## src/rtl/ps2_frame_rx_if.sv

```systemverilog
// Pop-side handshake of the PS/2 frame receiver: head word, its parity flag and valid/ready.
interface ps2_frame_rx_if #(
    parameter int DATA_BITS = 8
) ();
    logic [DATA_BITS-1:0] rx_data;
    logic                 rx_perr;
    logic                 rx_valid;
    logic                 rx_ready;

    modport master (
        output rx_data,
        output rx_perr,
        output rx_valid,
        input  rx_ready
    );

    modport slave (
        input  rx_data,
        input  rx_perr,
        input  rx_valid,
        output rx_ready
    );
endinterface

```

## src/rtl/ps2_frame_rx.sv

```systemverilog
// PS/2-style frame receiver: synchronise and deglitch the serial lines, decode start/data/parity/stop,
// and queue decoded words in a small FIFO with a registered-read head.
module ps2_frame_rx #(
    parameter int DATA_BITS      = 8,
    parameter int PARITY_MODE    = 1,
    parameter int FIFO_DEPTH     = 4,
    parameter int SYNC_STAGES    = 2,
    parameter int FILTER_LEN     = 4,
    parameter int TIMEOUT_CYCLES = 2000
) (
    input  logic           clk,
    input  logic           rst,
    input  logic           ps2_clk_i,
    input  logic           ps2_dat_i,
    ps2_frame_rx_if.master rx,
    output logic           frame_err,
    output logic           timeout_err,
    output logic           overflow,
    input  logic           err_clear,
    output logic           busy
);
    localparam int AW  = $clog2(FIFO_DEPTH);
    localparam int PW  = AW + 1;
    localparam int WW  = DATA_BITS + 1;
    localparam int BCW = $clog2(DATA_BITS + 1);
    localparam int FCW = $clog2(FILTER_LEN + 1);
    localparam int TCW = $clog2(TIMEOUT_CYCLES + 1);
    localparam logic ODD_PARITY = (PARITY_MODE == 1);

    localparam logic [1:0] ST_IDLE   = 2'd0;
    localparam logic [1:0] ST_DATA   = 2'd1;
    localparam logic [1:0] ST_PARITY = 2'd2;
    localparam logic [1:0] ST_STOP   = 2'd3;

    // ------------------------------------------------------------------
    // Synchronisers (idle-high lines, so flops reset to 1)
    // ------------------------------------------------------------------
    logic [SYNC_STAGES-1:0] clk_sync_reg;
    logic [SYNC_STAGES-1:0] dat_sync_reg;
    logic [SYNC_STAGES-1:0] clk_stage_in;
    logic [SYNC_STAGES-1:0] dat_stage_in;

    generate
        for (genvar gi = 0; gi < SYNC_STAGES; gi++) begin : g_sync
            if (gi == 0) begin : g_first
                assign clk_stage_in[gi] = ps2_clk_i;
                assign dat_stage_in[gi] = ps2_dat_i;
            end else begin : g_rest
                assign clk_stage_in[gi] = clk_sync_reg[gi-1];
                assign dat_stage_in[gi] = dat_sync_reg[gi-1];
            end
        end
    endgenerate

    always_ff @(posedge clk) begin
        if (rst) begin
            clk_sync_reg <= '1;
            dat_sync_reg <= '1;
        end else begin
            clk_sync_reg <= clk_stage_in;
            dat_sync_reg <= dat_stage_in;
        end
    end

    logic clk_s;
    logic dat_s;
    assign clk_s = clk_sync_reg[SYNC_STAGES-1];
    assign dat_s = dat_sync_reg[SYNC_STAGES-1];

    // ------------------------------------------------------------------
    // Glitch filter: fclk follows clk_s only after FILTER_LEN consecutive differing samples
    // ------------------------------------------------------------------
    logic           fclk_reg;
    logic [FCW-1:0] filt_cnt_reg;
    logic           filt_flip;
    logic           fall;

    assign filt_flip = (clk_s != fclk_reg) && (filt_cnt_reg == FCW'(FILTER_LEN - 1));
    assign fall      = filt_flip & fclk_reg;

    always_ff @(posedge clk) begin
        if (rst) begin
            fclk_reg     <= 1'b1;
            filt_cnt_reg <= '0;
        end else if (clk_s == fclk_reg) begin
            filt_cnt_reg <= '0;
        end else if (filt_flip) begin
            fclk_reg     <= ~fclk_reg;
            filt_cnt_reg <= '0;
        end else begin
            filt_cnt_reg <= filt_cnt_reg + 1'b1;
        end
    end

    // ------------------------------------------------------------------
    // Frame decoder
    // ------------------------------------------------------------------
    logic [1:0]           state_reg,   state_next;
    logic [BCW-1:0]       bit_cnt_reg, bit_cnt_next;
    logic [DATA_BITS-1:0] shift_reg,   shift_next;
    logic                 perr_reg,    perr_next;
    logic [TCW-1:0]       timer_reg,   timer_next;
    logic                 frame_err_reg, frame_err_next;
    logic                 timeout_reg,   timeout_next;
    logic                 push_req;

    // Each data bit lands directly in its slot, so DATA_BITS=1 needs no special case.
    generate
        for (genvar gi = 0; gi < DATA_BITS; gi++) begin : g_shift
            assign shift_next[gi] = (fall && (state_reg == ST_DATA) && (bit_cnt_reg == BCW'(gi)))
                                    ? dat_s : shift_reg[gi];
        end
    endgenerate

    always_comb begin
        state_next     = state_reg;
        bit_cnt_next   = bit_cnt_reg;
        perr_next      = perr_reg;
        timer_next     = timer_reg;
        frame_err_next = 1'b0;
        timeout_next   = 1'b0;
        push_req       = 1'b0;

        if (state_reg != ST_IDLE) begin
            timer_next = timer_reg + 1'b1;
        end

        if (fall) begin
            timer_next = '0;
            case (state_reg)
                ST_IDLE: begin
                    if (!dat_s) begin
                        state_next   = ST_DATA;
                        bit_cnt_next = '0;
                        perr_next    = 1'b0;
                    end
                end
                ST_DATA: begin
                    bit_cnt_next = bit_cnt_reg + 1'b1;
                    if (bit_cnt_reg == BCW'(DATA_BITS - 1)) begin
                        state_next = (PARITY_MODE == 0) ? ST_STOP : ST_PARITY;
                    end
                end
                ST_PARITY: begin
                    perr_next  = (((^shift_reg) ^ dat_s) != ODD_PARITY);
                    state_next = ST_STOP;
                end
                default: begin
                    if (dat_s) begin
                        push_req = 1'b1;
                    end else begin
                        frame_err_next = 1'b1;
                    end
                    state_next = ST_IDLE;
                end
            endcase
        end else if ((state_reg != ST_IDLE) && (timer_reg == TCW'(TIMEOUT_CYCLES - 1))) begin
            timeout_next = 1'b1;
            state_next   = ST_IDLE;
        end

        if (state_next == ST_IDLE) begin
            timer_next = '0;
        end
    end

    always_ff @(posedge clk) begin
        if (rst) begin
            state_reg     <= ST_IDLE;
            bit_cnt_reg   <= '0;
            shift_reg     <= '0;
            perr_reg      <= 1'b0;
            timer_reg     <= '0;
            frame_err_reg <= 1'b0;
            timeout_reg   <= 1'b0;
        end else begin
            state_reg     <= state_next;
            bit_cnt_reg   <= bit_cnt_next;
            shift_reg     <= shift_next;
            perr_reg      <= perr_next;
            timer_reg     <= timer_next;
            frame_err_reg <= frame_err_next;
            timeout_reg   <= timeout_next;
        end
    end

    // ------------------------------------------------------------------
    // Receive FIFO with registered head
    // ------------------------------------------------------------------
    logic [WW-1:0] mem [FIFO_DEPTH];
    logic [PW-1:0] wr_ptr_reg;
    logic [PW-1:0] rd_ptr_reg;
    logic [PW-1:0] rd_ptr_next;
    logic [WW-1:0] rd_data_reg;
    logic          rd_valid_reg;
    logic          rd_valid_next;
    logic          overflow_reg;
    logic          full;
    logic          pop;
    logic          push_ok;
    logic          ovf_set;
    logic [WW-1:0] push_word;

    assign push_word = {perr_reg, shift_reg};
    assign full      = (wr_ptr_reg[AW] != rd_ptr_reg[AW]) &&
                       (wr_ptr_reg[AW-1:0] == rd_ptr_reg[AW-1:0]);
    assign pop       = rd_valid_reg & rx.rx_ready;
    assign push_ok   = push_req & (~full | pop);
    assign ovf_set   = push_req & full & ~pop;

    assign rd_ptr_next = rd_ptr_reg + PW'(pop);
    // Validity lags a write by one cycle, which is exactly when the written word becomes readable.
    assign rd_valid_next = (wr_ptr_reg != rd_ptr_next);

    always_ff @(posedge clk) begin
        if (push_ok) begin
            mem[wr_ptr_reg[AW-1:0]] <= push_word;
        end
    end

    always_ff @(posedge clk) begin
        if (rst) begin
            rd_data_reg <= '0;
        end else if (rd_valid_next) begin
            rd_data_reg <= mem[rd_ptr_next[AW-1:0]];
        end
    end

    always_ff @(posedge clk) begin
        if (rst) begin
            wr_ptr_reg   <= '0;
            rd_ptr_reg   <= '0;
            rd_valid_reg <= 1'b0;
            overflow_reg <= 1'b0;
        end else begin
            wr_ptr_reg   <= wr_ptr_reg + PW'(push_ok);
            rd_ptr_reg   <= rd_ptr_next;
            rd_valid_reg <= rd_valid_next;
            if (ovf_set) begin
                overflow_reg <= 1'b1;
            end else if (err_clear) begin
                overflow_reg <= 1'b0;
            end
        end
    end

    assign rx.rx_data   = rd_data_reg[DATA_BITS-1:0];
    assign rx.rx_perr   = rd_data_reg[DATA_BITS];
    assign rx.rx_valid  = rd_valid_reg;
    assign frame_err    = frame_err_reg;
    assign timeout_err  = timeout_reg;
    assign overflow     = overflow_reg;
    assign busy         = (state_reg != ST_IDLE);

endmodule
```

## src/flat_wrapper.sv

```systemverilog
// flat-port wrapper written by rule: the top's interface ports become plain ports
module ps2_frame_rx_flat 
#(
    parameter int DATA_BITS      = 8,
    parameter int PARITY_MODE    = 1,
    parameter int FIFO_DEPTH     = 4,
    parameter int SYNC_STAGES    = 2,
    parameter int FILTER_LEN     = 4,
    parameter int TIMEOUT_CYCLES = 2000
)
  (clk, rst, ps2_clk_i, ps2_dat_i, frame_err, timeout_err, overflow, err_clear, busy, rx_rx_data, rx_rx_perr, rx_rx_valid, rx_rx_ready);
  ps2_frame_rx_if #(.DATA_BITS(DATA_BITS)) rx_i ();
  input  logic clk;
  input  logic rst;
  input  logic ps2_clk_i;
  input  logic ps2_dat_i;
  output logic frame_err;
  output logic timeout_err;
  output logic overflow;
  input  logic err_clear;
  output logic busy;
  output wire logic [$bits(rx_i.rx_data)-1:0] rx_rx_data;
  output wire logic [$bits(rx_i.rx_perr)-1:0] rx_rx_perr;
  output wire logic [$bits(rx_i.rx_valid)-1:0] rx_rx_valid;
  input wire logic [$bits(rx_i.rx_ready)-1:0] rx_rx_ready;
  assign rx_rx_data = rx_i.rx_data;
  assign rx_rx_perr = rx_i.rx_perr;
  assign rx_rx_valid = rx_i.rx_valid;
  assign rx_i.rx_ready = rx_rx_ready;
  ps2_frame_rx #(.DATA_BITS(DATA_BITS), .PARITY_MODE(PARITY_MODE), .FIFO_DEPTH(FIFO_DEPTH), .SYNC_STAGES(SYNC_STAGES), .FILTER_LEN(FILTER_LEN), .TIMEOUT_CYCLES(TIMEOUT_CYCLES)) u_core (.clk(clk), .rst(rst), .ps2_clk_i(ps2_clk_i), .ps2_dat_i(ps2_dat_i), .rx(rx_i), .frame_err(frame_err), .timeout_err(timeout_err), .overflow(overflow), .err_clear(err_clear), .busy(busy));
endmodule
```

## config.mk

```make
export PLATFORM = sky130hd
export DESIGN_NAME = ps2_frame_rx_flat
export DESIGN_NICKNAME = d
export VERILOG_FILES = /design/src/rtl/ps2_frame_rx_if.sv /design/src/rtl/ps2_frame_rx.sv /design/src/flat_wrapper.sv
export SDC_FILE = /design/constraint.sdc
export NUM_CORES = 1
export LEC_CHECK = 0
export CAP_MARGIN = 20
export CORE_MARGIN = 2
export CORE_UTILIZATION = 50
export DETAILED_ROUTE_END_ITERATION = 7
export PLACE_DENSITY = 0.74
export SLEW_MARGIN = 10
export SYNTH_ARGS = -nofsm -noshare
export SYNTH_HDL_FRONTEND = slang
export SYNTH_SLANG_ARGS = --single-unit
```

## constraint.sdc

```tcl
create_clock -name clk -period 3.6 [get_ports clk]
set_input_delay 0.54 -clock clk [delete_from_list [all_inputs] [get_ports clk]]
set_output_delay 0.54 -clock clk [all_outputs]
set_load 0.005 [all_outputs]
```

---- After elaboration in Yosys (flattened, before gate mapping) ----
Memories as Yosys holds them, arrays and structs flattened. A register that Yosys moved wholly into a read port is not among the register bits.
Index checks and enable logic that the tools add are counted.
Widths: inputs -> output; s select.
operators by class
  reductions and logical operators ........ 28
  bitwise gates (word level) .............. 13
  equality and inequality tests ........... 17
  mux-type cells .......................... 18
  $add $sub $neg .......................... 5
operators by type and width
  cell                   count
  $eq 4x3->1 const B     4
  $logic_and 1x1->1      12
  $add 11x1->11 const B  1
  $eq 11x11->1 const B   1
  $mux 1                 10
  $reduce_or 3->1        3
  $eq 4x2->1 const B     2
  $mux 2                 4
  $pmux 4 s2             1
  $reduce_bool 2->1      4
  $reduce_xor 8->1       1
  $add 3x1->3            2
  $not 1->1              6
  $pmux 2 s3             1
  $reduce_and 3->1       2
  $and 1x1->1            5
  $reduce_or 5->1        1
  $add 4x1->4 const B    1
  $eq 4x1->1 const B     1
  $logic_not 2->1        2
  $logic_not 4->1        1
  $mux 4                 1
  $add 3x1->3 const B    1
  $eq 3x2->1 const B     1
  12 further kinds       13
storage, ports and cells
  flip-flop bits (word level) ............. 44
  memories kept ........................... 1
  memory bits (writable) .................. 36
  bits of input ports ..................... 6
  output and inout port bits .............. 14
memory list
  name        words  bits a word  read ports  clocked after Yosys merged registers in  wr ports  RTL line             source
  u_core.mem  4      9            1           1                                        1         ps2_frame_rx.sv:190  logic [WW-1:0] mem [FIFO_DEPTH];

---- Longest topological paths before layout ----
  depth in word-level cells ............... 7
  depth in mapped cells ................... 10
  gate-level depth less buffers ........... 10

---- Least setup slack after synthesis ----
OpenSTA, ideal clock, no wires.
  path type ............................... flip-flop to flip-flop
  start ................................... register u_core.filt_cnt_reg[0]
  end ..................................... memory u_core.mem[1][0] (netlist name), enable pin
  setup time .............................. 389 ps
  period minus slack after synthesis ...... 2179 ps
  slack ................................... 1421 ps
  path buffers ............................ 0
  stages on the path, launching flop included .. 7
  data arrival time ....................... 1790 ps
  cell sequence ........................... dfxtp_1 ha_1 ha_1 nand3b_1 nor2_1 nand2b_1 nor3b_1
on the way
  word-level cells in the longest chain between the ends .. 7
RTL lines
  item                          RTL line             source
  start: declaration            ps2_frame_rx.sv:74   logic [FCW-1:0] filt_cnt_reg;
  start signal: assignment      ps2_frame_rx.sv:91   filt_cnt_reg <= filt_cnt_reg + 1'b1;
  $eq 3x2->1                    ps2_frame_rx.sv:78   assign filt_flip = (clk_s != fclk_reg) && (filt_cnt_reg == FCW'(FILTER_LEN - 1));
  $logic_and 1x1->1             ps2_frame_rx.sv:78
  $and 1x1->1                   ps2_frame_rx.sv:79   assign fall = filt_flip & fclk_reg;
  $mux 1                        ps2_frame_rx.sv:128  if (fall) begin
  $and 1x1->1                   ps2_frame_rx.sv:208  assign push_ok = push_req & (~full | pop);
  $mux 1                        ps2_frame_rx.sv:216  if (push_ok) begin
  $mux 1 (not written as such)  ps2_frame_rx.sv:217  mem[wr_ptr_reg[AW-1:0]] <= push_word;
  end: declaration              ps2_frame_rx.sv:190
Every way passes these cells.

---- Worst setup path after layout ----
  start ................................... register u_core.state_reg[0]
  end ..................................... output port busy
on the way
  word-level cells in the longest chain between the ends .. 1
RTL lines
  item                      RTL line             source
  start: declaration        ps2_frame_rx.sv:98   logic [1:0] state_reg, state_next;
  start signal: assignment  ps2_frame_rx.sv:177  state_reg <= state_next;
  $reduce_bool 2->1         ps2_frame_rx.sv:253  assign busy = (state_reg != ST_IDLE);
  end: declaration          flat_wrapper.sv:21   output logic busy;
Every way passes these cells.

==> flow_summary.json <==
{
  "timing.max_slew.rel_slack_pct": 46.11,
  "postRouteWirelength_mm": 5.884,
  "synth_fp_nets": 311,
  "detail_placement_hpwl_mm": 4.081,
  "cts_root_buffer": "clkbuf_8",
  "final.hold.worst_slack_ns": 0.4135,
  "cts_buffers": 9,
  "rsz0062_at_grt": "false",
  "timing.hold.worst.class": "reg2reg",
  "start_util_pct": 50.95,
  "biggest_fanout_along_the_worst_timing_path": 21,
  "timing_worst_setup_path_type": "reg2out",
  "drtIter0Drc": 141,
  "floorplan.io_pins": 20,
  "cp-startpoint": "u_core.state_reg[0]",
  "synth_cells": 294,
  "worst-slew-pin-transition_ns": 0.8058,
  "critical_path.reg2reg.endpoint": "u_core.mem[3][8]",
  "r2r_slack_ns": 1.44,
  "timing.critical_path.from_type": "flop",
  "slowest_stage": "dfxtp_1",
  "antenna_violations_before_repair": 0,
  "dr.pass1.iters": 4,
  "critPathArrivalTime_ns": 1.86,
  "grt_first_pass_wirelength_mm": 9.915,
  "timing.final.crit_share_pct": 66.74,
  "final_cell_count_no_fill": 421,
  "finClkSkew_ns": 0.01402,
  "route.antenna.remaining_nets": 0,
  "largest_reg_flops": 36,
  "drive_above_1_share_pct": 11.49,
  "achievable-frequency_mhz": 416.2,
  "cts.sink_count": 89,
  "run_status": "finished, final reports clean",
  "path_cells": "nor2_1 > inv_1 > clkdlybuf4s50_1",
  "syn_area_per_cell_um2": 12.44,
  "clk-insertion-delay-late_ns": 0.35,
  "numPortBuffers": 19,
  "mostFrequentLayoutCell": "dfxtp_1",
  "place_inst": 405,
  "groute.usage.overall_pct": 16.90,
  "leak_pwr_nw": 1.629,
  "die_height_um": 89.51,
  "clk_pin_slew_ns": 0.08,
  "crit-reg2reg-launch": "u_core.filt_cnt_reg[0]",
  "via_density_per_instance": 5.252,
  "crit_path_capture_type": "output pin",
  "fp.dieArea_mm2": 0.008012,
  "layout_common_cells": "53 x dfxtp_1, 46 x nor2_1, 36 x edfxtp_1",
  "rr_worst_depth": 7,
  "diodes": 0,
  "h-tree-depth": 3,
  "worst_ep_required_time_ns": 3.06,
  "p_per_area_mw_per_mm2": 436.2,
  "yosysWarningCount": 0,
  "cts-root-to-sink-buffers": 2,
  "row_count": 31,
  "hold_viol_final": 0,
  "slew_viol_final": 0,
  "grt_max_degree": 24,
  "post_cts.repair.setup_buffers": 0,
  "num-fill-cells": 607,
  "routed-via-count": 2211,
  "max_cap_violations": 0,
  "setup_viol_count_final": 0,
  "remaining_drc_errors": 0,
  "clock_tree_from_tritoncts": "done",
  "irDropWorstVdd_v": 0.0002127,
  "grt_overflow_total": 0,
  "synth_area_mm2": 0.003656,
  "first_global_vias": 2140,
  "synth-seq-area-share_pct": 58.59,
  "hold_buffers": 0,
  "ys_seq_elements": 89,
  "gpl_wtd_cong": 0.7411,
  "core-area_mm2": 0.007176,
  "num-nets-final": 334,
  "setup.worst_path.end": "busy",
  "timing.critical_path.slowest_cell_delay_ns": 0.73,
  "netlist-cell-type-count": 44,
  "sum_neg_setup_slack_ns": 0,
  "chipWidth_um": 89.51,
  "post_cts.resized_instances": 0,
  "routed_length_per_instance_um": 13.98,
  "area_delta_synth_final_pct": 14.27,
  "min_period_ns": 2.403
}
## through the flow
step / setup slack [ns] / utilization, % / area [µm²] / power (mW)
after floorplan: 1.421 / - / 3656 / 1.077
after global placement: 0.8838 / 55.05 / 3950 / 1.086
after detailed placement: 0.7813 / 55.05 / 3950 / 1.086
after CTS: 1.171 / 58.22 / 4178 / 1.842
after global routing: 0.9888 / 58.22 / 4178 / 1.895
final: 1.197 / 58.22 / 4178 / 1.822
## kinds of logic after synthesis
kind of cell    Yosys count  share of synthesized area, %
simple gates            102                         14.10
fa+ha+maj                11                         3.764
buf+inv                  22                         2.601
xor+xnor                 27                         7.255
compound gates           17                         3.491
mux                      26                         10.20
flops                    89                         58.59
## per-layer routing
metal | vias up | share of wire, % | track usage, %
met1 | 1081 | 46 | 21.74
met3 | 11 | 2.5 | 3.878
met5 | - | 0 | 0
met4 | 0 | 2.1 | 7.734
met2 | 29 | 49 | 27.27
li1 | 1090 | - | -
## area by class of cell
class | count | area [µm²] | share of cell area [%]
repair buffers | 24 | 227.7 | 5.451
clock inverters | 6 | 90.09 | 2.156
well taps | 99 | 123.9 | 2.965
flip-flops and latches | 89 | 2142 | 51.27
clock buffers | 10 | 137.6 | 3.294
multi-input cells | 183 | 1419 | 33.96
inverters | 10 | 37.54 | 0.8985
## worst max-delay path: cells and delay by family, from the launching register on
family                 cells  cell delay [ns]
buffers and inverters      2             0.64
flip-flops                 1             0.73
AND/OR/NAND/NOR            1             0.15
## Yosys cell counts, drive strengths merged
cell type / instances / area (µm²)
nor4: 2 / 12.51
o211ai: 1 / 7.510
nor2: 46 / 172.7
inv: 10 / 37.54
a211o: 1 / 8.760
and4: 1 / 8.760
ha: 11 / 137.6
nor3b: 2 / 15.01
a41oi: 1 / 16.27
dfxtp: 53 / 1061
nor2b: 9 / 56.30
nand3b: 1 / 7.510
and4bb: 1 / 12.51
o221ai: 1 / 8.760
nand3: 6 / 30.03
mux4: 9 / 202.7
o2111a: 1 / 11.26
and2: 1 / 6.260
xnor2: 15 / 131.4
and3: 4 / 25.02
nor3: 6 / 35.03
buf: 6 / 35.03
a21o: 1 / 7.510
or2: 4 / 25.02
xnor3: 1 / 22.52
edfxtp: 36 / 1081
xor3: 1 / 23.77
nand2b: 2 / 12.51
nand2: 6 / 25.03
mux2i: 17 / 170.2
a32o: 1 / 10.01
clkbuf: 6 / 22.52
xor2: 10 / 87.58
o21ai: 3 / 15.01
a21oi: 5 / 25.02
o2111ai: 1 / 8.760
and3b: 1 / 8.760
nand4: 9 / 56.30
or3: 1 / 6.260
a32oi: 1 / 8.760
## where the power goes
group / switching (mW) / leakage [nW] / internal (mW)
clock network: 0.348 / 0.115 / 0.413
registers: 0.00252 / 0.771 / 1.04
logic: 0.00965 / 0.744 / 0.00901
total: 0.360 / 1.63 / 1.46
## worst min-delay path by stage
| stage | end | slack (ns) | cells past startpoint | startpoint |
|---|---|---|---|---|
| after floorplan | u_core.clk_sync_reg[1] | 0.39 | 1 | u_core.clk_sync_reg[0] |
| after global placement | u_core.clk_sync_reg[1] | 0.39 | 1 | u_core.clk_sync_reg[0] |
| after detailed placement | u_core.dat_sync_reg[1] | 0.40 | 1 | u_core.dat_sync_reg[0] |
| after CTS | u_core.dat_sync_reg[1] | 0.42 | 1 | u_core.dat_sync_reg[0] |
| after global routing | u_core.clk_sync_reg[1] | 0.44 | 1 | u_core.clk_sync_reg[0] |
| final | u_core.dat_sync_reg[1] | 0.41 | 1 | u_core.dat_sync_reg[0] |
Power figures use the tool's default switching activity.
